==> src/rtl/observer_update.sv <==
// Luenberger observer state update: xhat+ = A*xhat + B*uk + L*(y_meas - yhat), Q32.32.
// Optional macro OBSERVER_INNOV_CLAMP_EN additionally clamps the innovation to +/-INNOV_LIM.
module observer_update #(
  parameter logic [63:0] A00       = 64'h0000_0001_0000_0000,
  parameter logic [63:0] A01       = 64'h0,
  parameter logic [63:0] A10       = 64'h0,
  parameter logic [63:0] A11       = 64'h0000_0001_0000_0000,
  parameter logic [63:0] B0        = 64'h0000_0000_8000_0000,
  parameter logic [63:0] B1        = 64'h0,
  parameter logic [63:0] L0        = 64'h0000_0000_4000_0000,
  parameter logic [63:0] L1        = 64'h0,
  parameter logic [63:0] SAT_LIM   = 64'h0000_0008_0000_0000,
  parameter logic [63:0] INNOV_LIM = 64'h0000_0001_0000_0000
) (
  input  logic        clk_1,
  input  logic        ap_rst,
  input  logic        ap_start,
  output logic        ap_done,
  output logic        ap_idle,
  output logic        ap_ready,
  input  logic [63:0] uk,
  input  logic [63:0] y_meas,
  input  logic [63:0] yhat,
  input  logic        yhat_ap_vld,
  input  logic        xhat_address0,
  input  logic        xhat_ce0,
  output logic [63:0] xhat_q0,
  input  logic        xhat_address1,
  input  logic        xhat_ce1,
  output logic [63:0] xhat_q1
);

  // Handshake: ap_start is sampled only in IDLE; ap_done/ap_ready pulse for exactly
  // one cycle exactly 10 cycles later; starts seen while busy are dropped.
  typedef enum logic [1:0] {S_IDLE, S_MAC, S_WRITE, S_DONE} state_t;

  state_t      state, state_next;
  logic [2:0]  k;
  logic [63:0] x0, x1, x_r0, x_r1, uk_r, innov_r, yhat_reg, acc0, acc1;
  logic [63:0] yhat_eff, innov_next, coef, opnd, term, acc_sel;
  logic [127:0] prod;

  function automatic logic [63:0] sat_add(input logic [63:0] a, input logic [63:0] b);
    logic [64:0] s;
    s = {a[63], a} + {b[63], b};
    if (s[64] != s[63]) sat_add = s[64] ? 64'h8000_0000_0000_0000 : 64'h7FFF_FFFF_FFFF_FFFF;
    else                sat_add = s[63:0];
  endfunction

  function automatic logic [63:0] sat_sub(input logic [63:0] a, input logic [63:0] b);
    logic [64:0] s;
    s = {a[63], a} - {b[63], b};
    if (s[64] != s[63]) sat_sub = s[64] ? 64'h8000_0000_0000_0000 : 64'h7FFF_FFFF_FFFF_FFFF;
    else                sat_sub = s[63:0];
  endfunction

  function automatic logic [63:0] clamp(input logic [63:0] v, input logic [63:0] lim);
    logic [63:0] nlim;
    nlim = ~lim + 64'd1;
    if ($signed(v) > $signed(lim))       clamp = lim;
    else if ($signed(v) < $signed(nlim)) clamp = nlim;
    else                                 clamp = v;
  endfunction

  assign ap_done  = (state == S_DONE);
  assign ap_ready = ap_done;
  assign ap_idle  = (state == S_IDLE) && !ap_start;

  // A yhat arriving in the start cycle bypasses the register so it is used immediately.
  assign yhat_eff = yhat_ap_vld ? yhat : yhat_reg;

`ifdef OBSERVER_INNOV_CLAMP_EN
  assign innov_next = clamp(sat_sub(y_meas, yhat_eff), INNOV_LIM);
`else
  logic unused_innov_lim;
  assign unused_innov_lim = ^INNOV_LIM;
  assign innov_next = sat_sub(y_meas, yhat_eff);
`endif

  always_comb begin
    coef = 64'h0;
    unique case (k)
      3'd0: coef = A00;
      3'd1: coef = A01;
      3'd2: coef = B0;
      3'd3: coef = L0;
      3'd4: coef = A10;
      3'd5: coef = A11;
      3'd6: coef = B1;
      3'd7: coef = L1;
      default: coef = 64'h0;
    endcase
  end

  always_comb begin
    opnd = 64'h0;
    unique case (k[1:0])
      2'd0: opnd = x_r0;
      2'd1: opnd = x_r1;
      2'd2: opnd = uk_r;
      2'd3: opnd = innov_r;
      default: opnd = 64'h0;
    endcase
  end

  // Shared multiplier: sign-extended operands give the exact signed 128-bit product.
  assign prod    = {{64{coef[63]}}, coef} * {{64{opnd[63]}}, opnd};
  assign term    = prod[95:32];
  assign acc_sel = k[2] ? acc1 : acc0;

  logic unused_prod;
  assign unused_prod = ^{prod[127:96], prod[31:0]};

  always_comb begin
    state_next = state;
    unique case (state)
      S_IDLE:  if (ap_start) state_next = S_MAC;
      S_MAC:   if (k == 3'd7) state_next = S_WRITE;
      S_WRITE: state_next = S_DONE;
      S_DONE:  state_next = S_IDLE;
      default: state_next = S_IDLE;
    endcase
  end

  always_ff @(posedge clk_1) begin
    if (ap_rst) state <= S_IDLE;
    else        state <= state_next;
  end

  always_ff @(posedge clk_1) begin
    if (ap_rst) begin
      k        <= 3'd0;
      x0       <= 64'h0;
      x1       <= 64'h0;
      x_r0     <= 64'h0;
      x_r1     <= 64'h0;
      uk_r     <= 64'h0;
      innov_r  <= 64'h0;
      yhat_reg <= 64'h0;
      acc0     <= 64'h0;
      acc1     <= 64'h0;
      xhat_q0  <= 64'h0;
      xhat_q1  <= 64'h0;
    end else begin
      if (yhat_ap_vld) yhat_reg <= yhat;
      // Reads see pre-write contents when they coincide with WRITE.
      if (xhat_ce0) xhat_q0 <= xhat_address0 ? x1 : x0;
      if (xhat_ce1) xhat_q1 <= xhat_address1 ? x1 : x0;
      unique case (state)
        S_IDLE: begin
          if (ap_start) begin
            uk_r    <= uk;
            x_r0    <= x0;
            x_r1    <= x1;
            innov_r <= innov_next;
            acc0    <= 64'h0;
            acc1    <= 64'h0;
            k       <= 3'd0;
          end
        end
        S_MAC: begin
          k <= k + 3'd1;
          if (k[2]) acc1 <= sat_add(acc_sel, term);
          else      acc0 <= sat_add(acc_sel, term);
        end
        S_WRITE: begin
          x0 <= clamp(acc0, SAT_LIM);
          x1 <= clamp(acc1, SAT_LIM);
        end
        default: ;
      endcase
    end
  end

endmodule

==> config.mk <==
export PLATFORM = sky130hd
export DESIGN_NAME = observer_update
export DESIGN_NICKNAME = d
export VERILOG_FILES = /design/src/rtl/observer_update.sv
export SDC_FILE = /design/constraint.sdc
export NUM_CORES = 2
export LEC_CHECK = 0
export CORE_ASPECT_RATIO = 0.7
export CORE_MARGIN = 2
export CORE_UTILIZATION = 56
export CTS_BUF_LIST = sky130_fd_sc_hd__clkbuf_8
export DETAILED_ROUTE_END_ITERATION = 10
export PLACE_DENSITY = 0.79
export SLEW_MARGIN = 20
export SYNTH_ARGS = -nofsm -noshare
export SYNTH_HDL_FRONTEND = slang
export SYNTH_SLANG_ARGS = --single-unit
==> constraint.sdc <==
create_clock -name clk_1 -period 10.39 [get_ports clk_1]
set_clock_uncertainty 0.05 [all_clocks]
set_input_delay 2.078 -clock clk_1 [delete_from_list [all_inputs] [get_ports clk_1]]
set_output_delay 2.078 -clock clk_1 [all_outputs]
set_load 0.02 [all_outputs]
==> impl_metrics.toml <==
[synthesis]
synthArstFlopShare_pct = 0
yosys_warnings = 0
synth_ff_type = "dfxtp_1"
syn_inst = 6014
synth_xor_area_share_pct = 3.184
syn_nets = 6990
muxShareOfSynthArea_pct = 5.336
synthAdderAreaFrac_pct = 21.25
ys_ff_latch = 712
synth_edf_count = 0
avgSynthCellArea_sq_um = 8.278
synth_compound_area_share_pct = 19.75
synth_cell_types = 91
seq_area_frac_synth_pct = 28.63
synth_area_sq_um = 49780
synth-simple-area-share_pct = 16.57
synth_top_family_by_area = "adder cells"

[clocking]
clockRootBuffer = "clkbuf_8"
clock_path_buffers = 3
htree_levels = 3
cts_buffers = 110
cts_tree = "yes"
clock-sinks = 712
path_clk_slew_ns = 0.07
clk_latency_ns = 0.83

[timing]
hold_viol = 0
slew_headroom_pct = 3.832
slew_violations = 0
finalSetupViolCount = 0
hold_ws_ns = 0.4042
max_freq_mhz = 97.94
min_period_ns = 10.21
rsz0062_at_grt = "true"
fin_ws_ns = 0.1801
finalCritPeriodShare_pct = 98.27
tightestPinTransition_ns = 1.443

[die]
row_count = 91
start_util_pct = 56.49
num_io_pins = 331
die_h_microns = 253.5
dieArea_sq_um = 91340
core_sq_um = 88130
die_width_microns = 360.4

[setup_path]
path_max_fanout = 6
r2r_slack_ns = 0.18
cp-start-kind = "register"
cp_num_buf_inv = 4
critical_path_class = "reg2reg"
crit_path_top_delay_cell = "fa_1"
reg2reg_to = "acc0[55]"
rr_worst_depth = 43
slowest_delay_ns = 0.52
critPathTopFamily = "compound AO/OA/AOI/OAI gates"
timing.rr.start = "k[0]"
arrival_ns = 10.85
cp-end-kind = "register"
cp.required_ns = 11.03

[pwr]
p_per_area_nw_per_um2 = 201.2
p_leak_nw = 26.07
ir_worst_vdd_v = 0.0001981

[global_route]
grt_util_all_layers_pct = 32.25
grt_pass1_vias = 42270
global_route.overflow_total = 0
grt_max_degree = 228
antenna_found_initial = 3
grt_pass1_wl_mm = 235.1

[finish]
n_fill_cell = 7322
finalNetCount = 7213
stdcell_area_sq_um = 57990
final_core_util_pct = 65.80
area_delta_synth_final_pct = 16.48
drive_gt1_share_pct = 9.809

[routing]
vias_per_cell = 6.073
drt_iter0_markers = 4849
wire_per_inst_microns = 20.91
finalWirelength_mm = 156.5
drc = 0
num_vias = 45480
drtPass1Iterations = 10
ant_nets = 0

[placement]
place_area_sq_um = 54190
pre_cts_ws_ns = -0.3273
io_buffer_count = 330
gp_congestion = 0.9582
hpwlAfterDp_mm = 114.3

[run]
cap_violations = 0

[outcome]
status = "complete, no violations"

[hold_path]
holdPathEnd = "x_r0[53]"
holdPathStages = 2
hold_class = "reg2reg"
hold_path_startpoint = "x_r0[53]"
==> where the power goes <==
part | internal [W] | total [W] | switching [W]
combinational | 0.00218 | 0.00592 | 0.00374
sequential | 0.00299 | 0.00322 | 0.000233
clock | 0.00132 | 0.00253 | 0.00121
total | 0.00649 | 0.0117 | 0.00518
==> final cells by class <==
class / instances / area [sq um] / share of cell area (%)
Clock inverter: 57 / 400.4 / 0.6905
Multi-Input combinational cell: 4631 / 33870 / 58.41
Antenna cell: 5 / 12.51 / 0.02158
Inverter: 282 / 1064 / 1.834
Sequential cell: 712 / 14260 / 24.59
Tap cell: 1162 / 1454 / 2.507
Timing Repair Buffer: 500 / 5012 / 8.644
Clock buffer: 139 / 1913 / 3.299
==> what timing repair did <==
item / in CTS / in global routing
hold buffers: 0 / 0
pin swaps: 18 / 109
gates resized for setup: 22 / 228
hold endpoints to repair: 0 / 0
endpoints found under the setup margin: 128 / 128
gates cloned: 2 / 10
setup buffers: 7 / 19
==> Yosys cell counts (32+ instances only) <==
cell type,instances,area (sq um)
buf_1,34,127.6
xor2_1,56,490.5
a21oi_1,643,3218
o211ai_1,71,533.0
nand2_1,706,2650
a211oi_1,199,1494
dfxtp_1,712,14250
o21ai_0,255,1276
nand3_1,53,265.3
xnor2_1,125,1095
a31oi_1,32,200.2
o21bai_1,39,292.8
inv_1,282,1059
mux2i_1,193,1932
nor2_1,571,2143
a21o_1,105,788.3
nand2b_1,76,475.5
nor2b_1,96,600.6
and2_1,154,963.4
ha_1,673,8421
o21ai_1,35,175.2
nor4_1,38,237.7
clkbuf_1,312,1171
fa_1,103,2062
nand4_1,53,331.6
mux2_2,63,709.4
a222oi_1,64,640.6
==> layout by cell type (no fill, tap or decap), types with 14 or more instances in the layout <==
cell	instances
a211oi_1	195
a21o_1	105
a21oi_1	613
a21oi_2	28
a222oi_1	64
a31oi_1	30
and2_1	149
and3_1	24
buf_12	14
buf_4	141
clkbuf_8	139
clkdlybuf4s50_1	324
clkinv_2	16
dfxtp_1	709
fa_1	100
ha_1	637
ha_4	26
inv_1	304
mux2_2	63
mux2i_1	193
nand2_1	702
nand2b_1	76
nand3_1	53
nand4_1	53
nor2_1	565
nor2b_1	93
nor3_1	26
nor4_1	38
o211ai_1	71
o21a_1	21
o21ai_0	202
o21ai_1	49
o21ai_2	38
o21bai_1	39
xnor2_1	121
xor2_1	53
==> worst max-delay path by stage <==
| stage | startpoint | end | slack, ns | cells past startpoint |
|---|---|---|---|---|
| after floorplan | k[0] | acc1[61] | 0.06 | 46 |
| after global routing | k[0] | acc0[23] | -0.18 | 43 |
| after detailed placement | k[0] | acc0[0] | -0.33 | 43 |
| after CTS | k[0] | acc0[31] | 0.001 | 46 |
| after global placement | k[0] | acc0[7] | -0.02 | 43 |
| final | k[0] | acc0[55] | 0.18 | 43 |
==> layer usage <==
metal | share of wire (%) | global-route usage, %
met2 | 46 | 52.75
met5 | 0.0083 | 0
met1 | 42 | 42.43
met4 | 4.6 | 13.89
met3 | 7.2 | 4.909
==> stage by stage <==
stage          TNS, ns  power (W)  std cells
4_1_cts              0    0.01124       7454
3_5_place_dp    -33.08   0.008680       7249
5_1_grt         -12.48    0.01239       7484
6_report             0    0.01167       7488
2_1_floorplan        0   0.007027       6014
3_3_place_gp   -0.2503   0.008557       7249
==> tightest hold or removal path, cell delays in order, from the launching register on <==
cell	delay, ns
dfxtp_1	0.31
nand2_1	0.05
a21oi_1	0.05
==> kinds of logic after synthesis <==
| group | after synthesis |
|---|---|
| xor gates and xnor gates | 181 |
| DFF | 712 |
| AOI/OAI and AO/OA | 1572 |
| muxes | 257 |
| and+or+nand+nor | 1836 |
| buffers and inverters | 671 |
| adders and majority gates | 785 |
Note: power is estimated with default switching activity, not from simulation.
